==> config.mk <==
export PLATFORM = sky130hd
export DESIGN_NAME = shift_sequencer
export DESIGN_NICKNAME = d
export VERILOG_FILES = /design/src/rtl/ttl_shift_pkg.sv /design/src/rtl/shift_count.sv /design/src/rtl/shift_sequencer.sv
export SDC_FILE = /design/constraint.sdc
export NUM_CORES = 1
export LEC_CHECK = 0
export BUFFER_PORTS_ARGS = -buffer_cell sky130_fd_sc_hd__buf_2
export CAP_MARGIN = 20
export CORE_MARGIN = 4
export CORE_UTILIZATION = 49
export CTS_CLUSTER_SIZE = 10
export DETAILED_ROUTE_END_ITERATION = 8
export HOLD_SLACK_MARGIN = 0.05
export PLACE_DENSITY = 0.83
export SYNTH_ARGS = -nofsm -noshare
export SYNTH_HDL_FRONTEND = slang
export SYNTH_SLANG_ARGS = --single-unit
==> constraint.sdc <==
create_clock -name clock -period 3.5 [get_ports clock]
set_input_delay 0.175 -clock clock [delete_from_list [all_inputs] [get_ports clock]]
set_output_delay 0.175 -clock clock [all_outputs]
set_load 0.005 [all_outputs]
==> src/rtl/ttl_shift_pkg.sv <==
// ttl_shift_pkg: select encodings, FSM states and shift directions for the 74x194 shift sequencer
package ttl_shift_pkg;
    localparam logic [1:0] SEL_HOLD = 2'b00;
    localparam logic [1:0] SEL_UP   = 2'b01;
    localparam logic [1:0] SEL_DOWN = 2'b10;
    localparam logic [1:0] SEL_LOAD = 2'b11;
    localparam logic DIR_UP   = 1'b0;
    localparam logic DIR_DOWN = 1'b1;
    typedef enum logic [1:0] {IDLE, LOAD, SHIFT, DONE} state_e;
endpackage

==> src/rtl/shift_count.sv <==
// shift_count: loadable down-counter (clock, mr async clear, load/value, dec saturating at zero, zero flag)
module shift_count #(
    parameter int AMT_W = 4
) (
    input  logic             clock,
    input  logic             mr,
    input  logic             load,
    input  logic [AMT_W-1:0] value,
    input  logic             dec,
    output logic             zero
);
    logic [AMT_W-1:0] cnt_q;
    always_ff @(posedge clock or negedge mr)
        if (!mr) cnt_q <= '0;
        else if (load) cnt_q <= value;
        else if (dec && cnt_q != '0) cnt_q <= cnt_q - 1'b1;
    assign zero = cnt_q == '0;
endmodule

==> src/rtl/shift_sequencer.sv <==
// shift_sequencer: sequences a 74x194 cascade through load, N single-bit shifts and result hold
// Ports: req_* request handshake, res_* result handshake, sr_* cascade control and feedback.
module shift_sequencer
    import ttl_shift_pkg::*;
#(
    parameter int WIDTH = 8,
    parameter int AMT_W = 4
) (
    input  logic             clock,
    input  logic             mr,
    input  logic             req_valid,
    output logic             req_ready,
    input  logic [WIDTH-1:0] req_data,
    input  logic             req_dir,
    input  logic             req_rotate,
    input  logic             req_fill,
    input  logic [AMT_W-1:0] req_amount,
    output logic             res_valid,
    input  logic             res_ready,
    output logic [WIDTH-1:0] res_data,
    output logic [1:0]       sr_select,
    output logic             sr_dsr,
    output logic             sr_dsl,
    output logic [WIDTH-1:0] sr_d,
    input  logic [WIDTH-1:0] sr_q
);
    localparam logic [AMT_W-1:0] W_A = AMT_W'(WIDTH);
    state_e           state_q;
    logic [WIDTH-1:0] data_q;
    logic             dir_q, rot_q, fill_q, res_valid_q, zero, accept, shifting;
    logic [1:0]       sel_q;
    logic [AMT_W-1:0] n_eff;
    assign n_eff     = req_rotate ? (req_amount & (W_A - 1'b1)) : (req_amount > W_A ? W_A : req_amount);
    // mr gates ready so it is low during reset and high in the very first cycle after release
    assign req_ready = mr && state_q == IDLE;
    assign accept    = req_valid && req_ready;
    assign shifting  = state_q == SHIFT;
    // The counter also steps on the LOAD edge, so in SHIFT zero means this edge performs the last shift
    shift_count #(.AMT_W(AMT_W)) u_count (
        .clock(clock),
        .mr   (mr),
        .load (accept),
        .value(n_eff),
        .dec  (state_q == LOAD || shifting),
        .zero (zero)
    );
    always_ff @(posedge clock or negedge mr)
        if (!mr) begin
            state_q     <= IDLE;
            data_q      <= '0;
            dir_q       <= DIR_UP;
            rot_q       <= 1'b0;
            fill_q      <= 1'b0;
            sel_q       <= SEL_HOLD;
            res_valid_q <= 1'b0;
        end else begin
            case (state_q)
                IDLE: if (accept) begin
                    state_q <= LOAD;
                    data_q  <= req_data;
                    dir_q   <= req_dir;
                    rot_q   <= req_rotate;
                    fill_q  <= req_fill;
                    sel_q   <= SEL_LOAD;
                end
                LOAD: begin
                    state_q     <= zero ? DONE : SHIFT;
                    sel_q       <= zero ? SEL_HOLD : (dir_q == DIR_DOWN ? SEL_DOWN : SEL_UP);
                    res_valid_q <= zero;
                end
                SHIFT: if (zero) begin
                    state_q     <= DONE;
                    sel_q       <= SEL_HOLD;
                    res_valid_q <= 1'b1;
                end
                DONE: if (res_ready) begin
                    state_q     <= IDLE;
                    res_valid_q <= 1'b0;
                end
                default: state_q <= IDLE;
            endcase
        end
    assign sr_dsr    = shifting && dir_q == DIR_UP && (rot_q ? sr_q[WIDTH-1] : fill_q);
    assign sr_dsl    = shifting && dir_q == DIR_DOWN && (rot_q ? sr_q[0] : fill_q);
    assign sr_select = sel_q;
    assign sr_d      = data_q;
    assign res_valid = res_valid_q;
    assign res_data  = sr_q;
endmodule

==> results of run 1 <==
[cell usage in the layout (no fill, tap or decap), drive strengths merged]
master	instances
xor2	2
clkbuf	3
nand2	6
mux2i	1
buf	36
xnor2	1
and2	1
bufinv	1
a211oi	1
nor2	6
a21oi	11
a221oi	1
o21a	1
or3b	1
o21ai	2
ha	7
mux2	12
a31oi	2
a221o	1
dlygate4sd3	1
or2	1
nand2b	1
nor2b	2
nand3	2
dfrtp	20
inv	5
o221ai	1
nor3b	1
nor3	1
[where the power goes]
part	total [mW]	internal [mW]	switching [mW]
clock network	0.187	0.116	0.0715
logic	0.570	0.300	0.270
registers	0.437	0.354	0.0834
[repair_timing]
| item | in CTS | in global routing |
|---|---|---|
| hold buffers | 1 | 0 |
| endpoints found under the setup margin | 0 | 0 |
| hold endpoints to repair | 20 | 0 |
[layout make-up]
cell class / count / area [µm²]
flip-flops and latches: 20 / 500
repair buffers: 37 / 190
fillers: 187 / 749
well taps: 27 / 33.8
clock buffers: 3 / 22.5
clock inverters: 1 / 30.0
multi-input cells: 65 / 497
inverters: 5 / 18.8
[sequential cells by signal (all words and copies together) (netlist names)]
register	count
dir_q	1
fill_q	1
res_valid	1
rot_q	1
sr_d	8
sr_select	2
state_q	2
u_count.cnt_q	4
[stage by stage]
step	instances	worst slack (ns)	utilization [%]	power (mW)	instance area, µm²
after floorplan	100	1.62	-	0.857	1090
after global placement	153	1.50	60.2	0.981	1230
after detailed placement	153	1.46	60.2	1.02	1230
after CTS	158	1.45	63.3	1.21	1290
after global routing	158	1.32	63.3	1.31	1290
final	158	1.46	63.3	1.19	1290
[cells by family (layout without fill, tap and decap cells)]
| kind of cell | after synthesis | after routing | share of synthesized area [%] |
|---|---|---|---|
| xor+xnor | 3 | 3 | 2.41 |
| simple gates | 22 | 22 | 9.85 |
| flops | 20 | 20 | 45.8 |
| buf+inv | 15 | 46 | 8.71 |
| mux | 13 | 13 | 13.6 |
| compound gates | 20 | 20 | 11.6 |
| fa+ha+maj | 7 | 7 | 8.02 |
[path summary, 6_finish.rpt]
check                      depth (start not counted)          from            to
min reg2reg                                        1  sr_select[0]  sr_select[0]
max                                                5    state_q[1]       sr_d[3]
min in group asynchronous                          2            mr  sr_select[1]
max in group asynchronous                          2            mr       sr_d[0]
min                                                2   req_data[6]       sr_d[6]
max reg2reg                                        5    state_q[1]       sr_d[3]
[routing by layer]
layer	vias to the layer above	track usage [%]	share of wire, %
met5	-	0	0
met4	0	5.21	1.3
met3	4	5.36	10
met2	36	26.9	50
met1	372	16.0	39
li1	399	-	-
[synthesized netlist by cell type, drive strengths merged (2+ instances only)]
| cell type | n | area (µm²) |
|---|---|---|
| nor2 | 6 | 22.5 |
| dfrtp | 20 | 500 |
| o21ai | 2 | 10.0 |
| nand2 | 6 | 22.5 |
| a21oi | 11 | 55.1 |
| buf | 10 | 76.3 |
| nand3 | 2 | 10.0 |
| ha | 7 | 87.6 |
| inv | 5 | 18.8 |
| xor2 | 2 | 17.5 |
| mux2 | 12 | 139 |
| nor2b | 2 | 12.5 |
| a31oi | 2 | 12.5 |
==> out/metrics.csv, run 1 <==
metric,value,unit
die_w,55.2,µm
setup-tns-final,0,ns
ctsResizeCount,0,
core_region_area,2040,µm²
relSlewSlack,55.8,%
drt-initial-drc-count,7,
ys_ff_latch,20,
area_delta_synth_final,18.3,%
cts_buffers,3,
critical_path.top_delay_family,simple AND/OR/NAND/NOR gates,
path_buf_inv,1,
hpwlAfterDp,1700,µm
clock_sinks,20,
cts_setup_buffers,0,
worst_clock_skew,0.0175,ns
root_buffer,clkbuf_4,
hold_path_class,primary input to flip-flop,
cap_violations,0,
clkTransAtPathRegs,0.12,ns
initial_core_util,53.5,%
fmaxAchievable,491,MHz
synth_top_flop_cell,dfrtp_1,
ys_seq_area_share,45.8,%
setup_viol,0,
wl,2130,µm
rows,16,
synth_edf_count,0,
layout-drive-gt1-share,41.2,%
grt_pass1_vias,847,
nNetsFinal,166,
remaining_drc_errors,0,
worstPathRequired,3.68,ns
clockBufferDepth,2,
finalMaxSlewViolations,0,
path_max_fanout,18,
syn_nets,134,
yosysWarnings,0,
syn-instance-count,100,
rsz0062_at_grt,false,
h-tree-depth,1,
die-area,3050,µm²
grt_usage,14.9,%
wl_per_cell,13.5,µm
vdd_drop_max,0.566,mV
cp_cell_sequence,"inv_1, ha_1, and2_1, nand2_1, mux2_2",
tightest_slew,0.662,ns
synth.avg_cell_area,10.9,µm²
cpPeakStageDelay,0.50,ns
synth_area,1090,µm²
hold_slack,0.0882,ns
cts_tree,yes,
grt-ovfl-total,0,
period_needed,2.04,ns
synthDistinctLibCells,29,
viasPerCell,5.13,
ant_nets,0,
dr.pass1.iters,4,
startpoint_type,flip-flop,
finalHoldViolations,0,
arrival,2.22,ns
end_kind,flip-flop,
p_per_area,924,nW/µm²
vias,811,
grt_max_degree,23,
die_h,55.2,µm
antennaDiodeCount,0,
crit_type,flip-flop to flip-flop,
grt_pass1_wl,3710,µm
num_io_pins,49,
antenna_found_initial,0,
io_buffers,36,
p_leak,0.638,nW
routabilityCongestion,0.707,
period_share,58.2,%
cp_slowest_cell,nand2_1,
rrSetupSlack,1.46,ns
clk_latency,0.31,ns
async_flop_share,100,%
status,finished clean,
(Power assumes the default switching activity.)
==> run 2, diff against run 1 <==
CORE_UTILIZATION = 46   (was 49)
PLACE_DENSITY = 0.78   (was 0.83)
clock period = 2.05 ns   (was 3.5 ns; I/O delays follow)
==> run 2 against run 1 <==
Utilization rose by 1.6 points. Clock power is 72% higher. Highest routed layer unchanged. Critical path type unchanged. Power up 77%.
==> out/metrics.csv, run 2 (synthesis results as in run 1) <==
metric,value,unit,change
end_kind,flip-flop,,
grt.busiest_layer,met2,,
remaining_drc_errors,0,,unchanged
area_delta_synth_final,32.8,%,
core_region_area,2230,µm²,+9.4%
setup_viol,0,,unchanged
finalMaxSlewViolations,0,,unchanged
worst_clock_skew,0.00851,ns,-0.00901 ns
seq_area,500,µm²,unchanged
grt_usage,16.0,%,+1.0 points
rsz0062_at_grt,false,,
drt-initial-drc-count,10,,+3
antennaDiodeCount,0,,unchanged
wl_per_cell,13.6,µm,+1.2%
clkTransAtPathRegs,0.12,ns,about the same
final_common_cell,buf_2,,
grtUsageMet3,7.36,%,+2.0 points
cap_violations,0,,unchanged
crit_type,flip-flop to flip-flop,,
total_power,2.11,mW,+77%
cpPeakStageDelay,0.44,ns,-0.06 ns
largest_reg_flops,8,,unchanged
die_w,56.7,µm,+2.7%
p_per_area,1460,nW/µm²,+58%
root_buffer,clkbuf_4,,
hold_slack,0.0726,ns,-0.0156 ns
clockBufferDepth,2,,unchanged
cts_tree,yes,,
io_buffers,36,,unchanged
status,finished clean,,
tightest_slew,0.295,ns,-0.367 ns
grt_max_degree,21,,-8.7%
relSlewSlack,80.3,%,+25 points
cts_buffers,3,,unchanged
cp_cell_sequence,"inv_1, ha_1, or3b_4, a221o_1, mux2_4",,
p_leak,0.707,nW,+11%
routabilityCongestion,0.780,,+10%
grt-ovfl-total,0,,unchanged
arrival,2.11,ns,-0.11 ns
period_share,93.6,%,+35 points
antenna_found_initial,0,,unchanged
h-tree-depth,1,,unchanged
vdd_drop_max,0.892,mV,+58%
fmaxAchievable,521,MHz,+6.2%
grt_pass1_wl,4110,µm,+11%
finalWorstSetupSlack,0.131,ns,-1.33 ns
clock_sinks,20,,unchanged
period_needed,1.92,ns,-0.119 ns
final_cell_mix,"buf_2 (36), dfrtp_1 (20), dlygate4sd3_1 (13)",,
nFillCells,187,,unchanged
clk_latency,0.30,ns,about the same
nNetsFinal,181,,+9.0%
gr-usage-met2,28.5,%,+1.7 points
initial_core_util,48.9,%,-4.6 points
pre_cts_slack,0.0757,ns,-1.39 ns
num_io_pins,49,,unchanged
hpwlAfterDp,1730,µm,+1.5%
worstPathRequired,2.24,ns,-1.44 ns
dr.pass1.iters,4,,unchanged
vias,885,,+9.1%
cp_slowest_cell,or3b_4,,
die_h,56.7,µm,+2.7%
setup-tns-final,0,ns,unchanged
finalHoldViolations,0,,unchanged
multi_input_area,510,µm²,+2.8%
ant_nets,0,,unchanged
viasPerCell,5.09,,-0.91%
startpoint_type,flip-flop,,
hold_path_class,primary input to flip-flop,,
path_max_fanout,8,,-10
use_met1,17.3,%,+1.4 points
rows,17,,+1
die-area,3220,µm²,+5.6%
layout-drive-gt1-share,39.7,%,-1.5 points
grt_pass1_vias,950,,+12%
wl,2370,µm,+11%
==> run 2: cell count changes in the layout (fill, tap and decap cells not counted) <==
cell,delta
dlygate4sd3_1,+12
a221oi_4,+1
or3b_1,-1
a221oi_2,-1
buf_4,+3
or3b_4,+1
==> run 2: final cells by class <==
type | count | area share [%]
repair buffers | 52 | 23.0
inverters | 5 | 1.29
clock buffers | 3 | 1.55
clock inverters | 1 | 2.07
multi-input cells | 65 | 35.2
flip-flops and latches | 20 | 34.5
well taps | 28 | 2.42
==> run 2: path summary, 6_finish.rpt <==
path | from | endpoint | slack (ns) | depth (start not counted)
worst max-delay path | u_count.cnt_q[0] | state_q[1] | 0.13 | 5
worst min-delay path | req_amount[2] | u_count.cnt_q[2] | 0.07 | 3
worst max register to register | u_count.cnt_q[0] | state_q[1] | 0.13 | 5
worst min register to register | sr_select[0] | sr_select[0] | 0.51 | 1
max in group asynchronous | mr | u_count.cnt_q[3] | 1.54 | 3
min in group asynchronous | mr | fill_q | 0.31 | 3
==> run 2: critical path, delay by kind of cell (launching register included) <==
| family | cells | cell delay, ns |
|---|---|---|
| AOI/OAI and AO/OA | 1 | 0.41 |
| adders and majority gates | 1 | 0.16 |
| buffers and inverters | 1 | 0.09 |
| DFF | 1 | 0.40 |
| muxes | 1 | 0.30 |
| and+or+nand+nor | 1 | 0.44 |
==> run 2: metal layers <==
layer / part of all wire (%) / vias up
met4: 1.1 / 0
met2: 51 / 40
li1: - / 430
met5: 0 / -
met3: 10 / 4
met1: 37 / 411
==> run 2: what timing repair did <==
action,4_1_cts,5_1_grt
gates resized for setup,0,2
endpoints found under the hold margin,31,1
endpoints found under the setup margin,0,2
setup buffers,0,0
hold buffers,12,1
==> run 2: report_power, final <==
group / internal (mW) / leakage [nW] / switching (mW)
logic: 0.562 / 0.443 / 0.481
registers: 0.604 / 0.236 / 0.146
clock network: 0.198 / 0.0279 / 0.124
==> run 2: stage by stage <==
stage	utilization [%]	std cells	area [µm²]
3_5_place_dp	56.1	157	1250
5_1_grt	64.9	174	1450
6_report	64.9	174	1450
3_3_place_gp	56.1	157	1250
4_1_cts	63.9	173	1430
2_1_floorplan	-	100	1090
==> run 3, diff against run 2 <==
==> constraint.sdc (replaced) <==
create_clock -name clock -period 2.05 [get_ports clock]
set_input_delay 0.3075 -clock clock [delete_from_list [all_inputs] [get_ports clock]]
set_output_delay 0.3075 -clock clock [all_outputs]
set_load 0.005 [all_outputs]
==> run 3 against run 2 <==
Sequential share of layout area up 3.1 points. Combinational power about the same. Worst setup slack worse by 0.035 ns. Design area down 8.3%. Final cell count down 6.9%. Hold slack better by 0.15 ns. Die area unchanged. Global-route usage down 1.2 points. Utilization down 5.4 points.
==> out/metrics.csv, run 3 (synthesis results as in run 1) <==
metric,value,unit,change
worstHoldStart,req_data[3],,
finalWorstSetupSlack,0.0964,ns,-0.0346 ns
layout-drive-gt1-share,43.3,%,+3.6 points
grt_pass1_wl,3730,µm,-9.1%
r2r_start,u_count.cnt_q[0],,
setup_viol,0,,unchanged
worstPathRequired,1.74,ns,-0.50 ns
crit_start,state_q[0],,
end_kind,output port,,
num_io_pins,49,,unchanged
clock_sinks,20,,unchanged
path_max_fanout,7,,-1
h-tree-depth,1,,unchanged
dr.pass1.iters,6,,+2
clockBufferDepth,2,,unchanged
arrival,1.65,ns,-0.46 ns
nFillCells,216,,+16%
wl,2240,µm,-5.3%
rows,17,,unchanged
cts_tree,yes,,
grt-ovfl-total,0,,unchanged
finalHoldViolations,0,,unchanged
initial_core_util,48.9,%,unchanged
grt_max_degree,21,,unchanged
drt-initial-drc-count,28,,+18
p_per_area,1580,nW/µm²,+8.4%
final_common_cell,buf_2,,
cts_buffers,3,,unchanged
core_region_area,2230,µm²,unchanged
hold_path_class,primary input to flip-flop,,
io_buffers,36,,unchanged
die_w,56.7,µm,unchanged
antennaDiodeCount,0,,unchanged
root_buffer,clkbuf_4,,
period_needed,1.95,ns,+0.0346 ns
fmaxAchievable,512,MHz,-1.8%
fin_util,59.6,%,-5.4 points
rsz0062_at_grt,false,,
p_leak,0.657,nW,-7.1%
die_h,56.7,µm,unchanged
cap_violations,0,,unchanged
final_cell_mix,"buf_2 (36), dfrtp_1 (20), a21oi_1 (11), mux2_2 (11), ha_1 (7)",,
largest_reg_flops,8,,unchanged
remaining_drc_errors,0,,unchanged
area_delta_synth_final,21.8,%,
routabilityCongestion,0.777,,-0.38%
vias,841,,-5.0%
ant_nets,0,,unchanged
vdd_drop_max,0.914,mV,+2.4%
grt_usage,14.7,%,-1.2 points
antenna_found_initial,0,,unchanged
nNetsFinal,169,,-6.6%
viasPerCell,5.19,,+2.1%
finalMaxSlewViolations,0,,unchanged
worst_clock_skew,0.00116,ns,-0.00734 ns
pre_cts_slack,0.0815,ns,+0.00587 ns
tightest_slew,0.308,ns,+0.0128 ns
setup-tns-final,0,ns,unchanged
relSlewSlack,79.5,%,-0.86 points
clkTransAtPathRegs,0.12,ns,about the same
startpoint_type,flip-flop,,
status,finished clean,,
clk_latency,0.30,ns,about the same
crit_type,flip-flop to output port,,
die-area,3220,µm²,unchanged
wl_per_cell,13.9,µm,+1.7%
grt_pass1_vias,856,,-9.9%
hpwlAfterDp,1670,µm,-3.2%
period_share,95.3,%,+1.7 points
run 3: power by group:
group          internal, mW  switching [mW]  total [mW]
sequential            0.604           0.145       0.749
combinational         0.547           0.482        1.03
clock                 0.198           0.127       0.325
run 3: timing repair:
item                                    in CTS  in global routing
hold endpoints to repair                    20                  0
endpoints found under the setup margin       0                  1
hold buffers                                 1                  0
buffers inserted                             0                  0
resized for setup                            0                  2
run 3: layout make-up:
type / instances / area (µm²) / area share, %
multi-input cells: 65 / 510 / 38.4
flip-flops and latches: 20 / 500 / 37.6
repair buffers: 40 / 213 / 16.0
well taps: 28 / 35.0 / 2.63
clock inverters: 1 / 30.0 / 2.26
clock buffers: 3 / 22.5 / 1.69
inverters: 5 / 18.8 / 1.41
run 3: path summary, 6_finish.rpt:
kind / to / slack, ns / cells past startpoint
max in group asynchronous: sr_d[5] / 1.34 / 3
hold reg to reg: fill_q / 0.51 / 1
min in group asynchronous: sr_select[1] / 0.51 / 3
setup / recovery: sr_dsr / 0.1 / 4
hold / removal: sr_d[3] / 0.22 / 2
setup reg to reg: state_q[1] / 0.14 / 5
run 3: worst max-delay path: stages (launching register included):
cell and delay [ns]:
dfrtp_1 0.45, inv_1 0.16, ha_1 0.36, nor3b_1 0.23, buf_2 0.14
run 3: through the flow:
| stage | std cells | area (µm²) | hold slack, ns | power (mW) |
|---|---|---|---|---|
| finish | 162 | 1330 | 0.221 | 2.10 |
| detailed placement | 157 | 1250 | 0.318 | 1.74 |
| global placement | 157 | 1250 | 0.305 | 1.68 |
| CTS | 162 | 1320 | 0.212 | 2.08 |
| floorplan | 100 | 1090 | 0.0119 | 1.46 |
| global route | 162 | 1330 | 0.195 | 2.29 |
run 3: per-layer routing:
layer	GRT usage, %	part of all wire [%]	routed length, µm	up-vias
li1	-	-	-	405
met1	16.7	39	873	390
met2	24.9	49	1100	42
met3	7.59	11	247	4
met4	2.98	0.94	21	0
met5	0	0	0	-
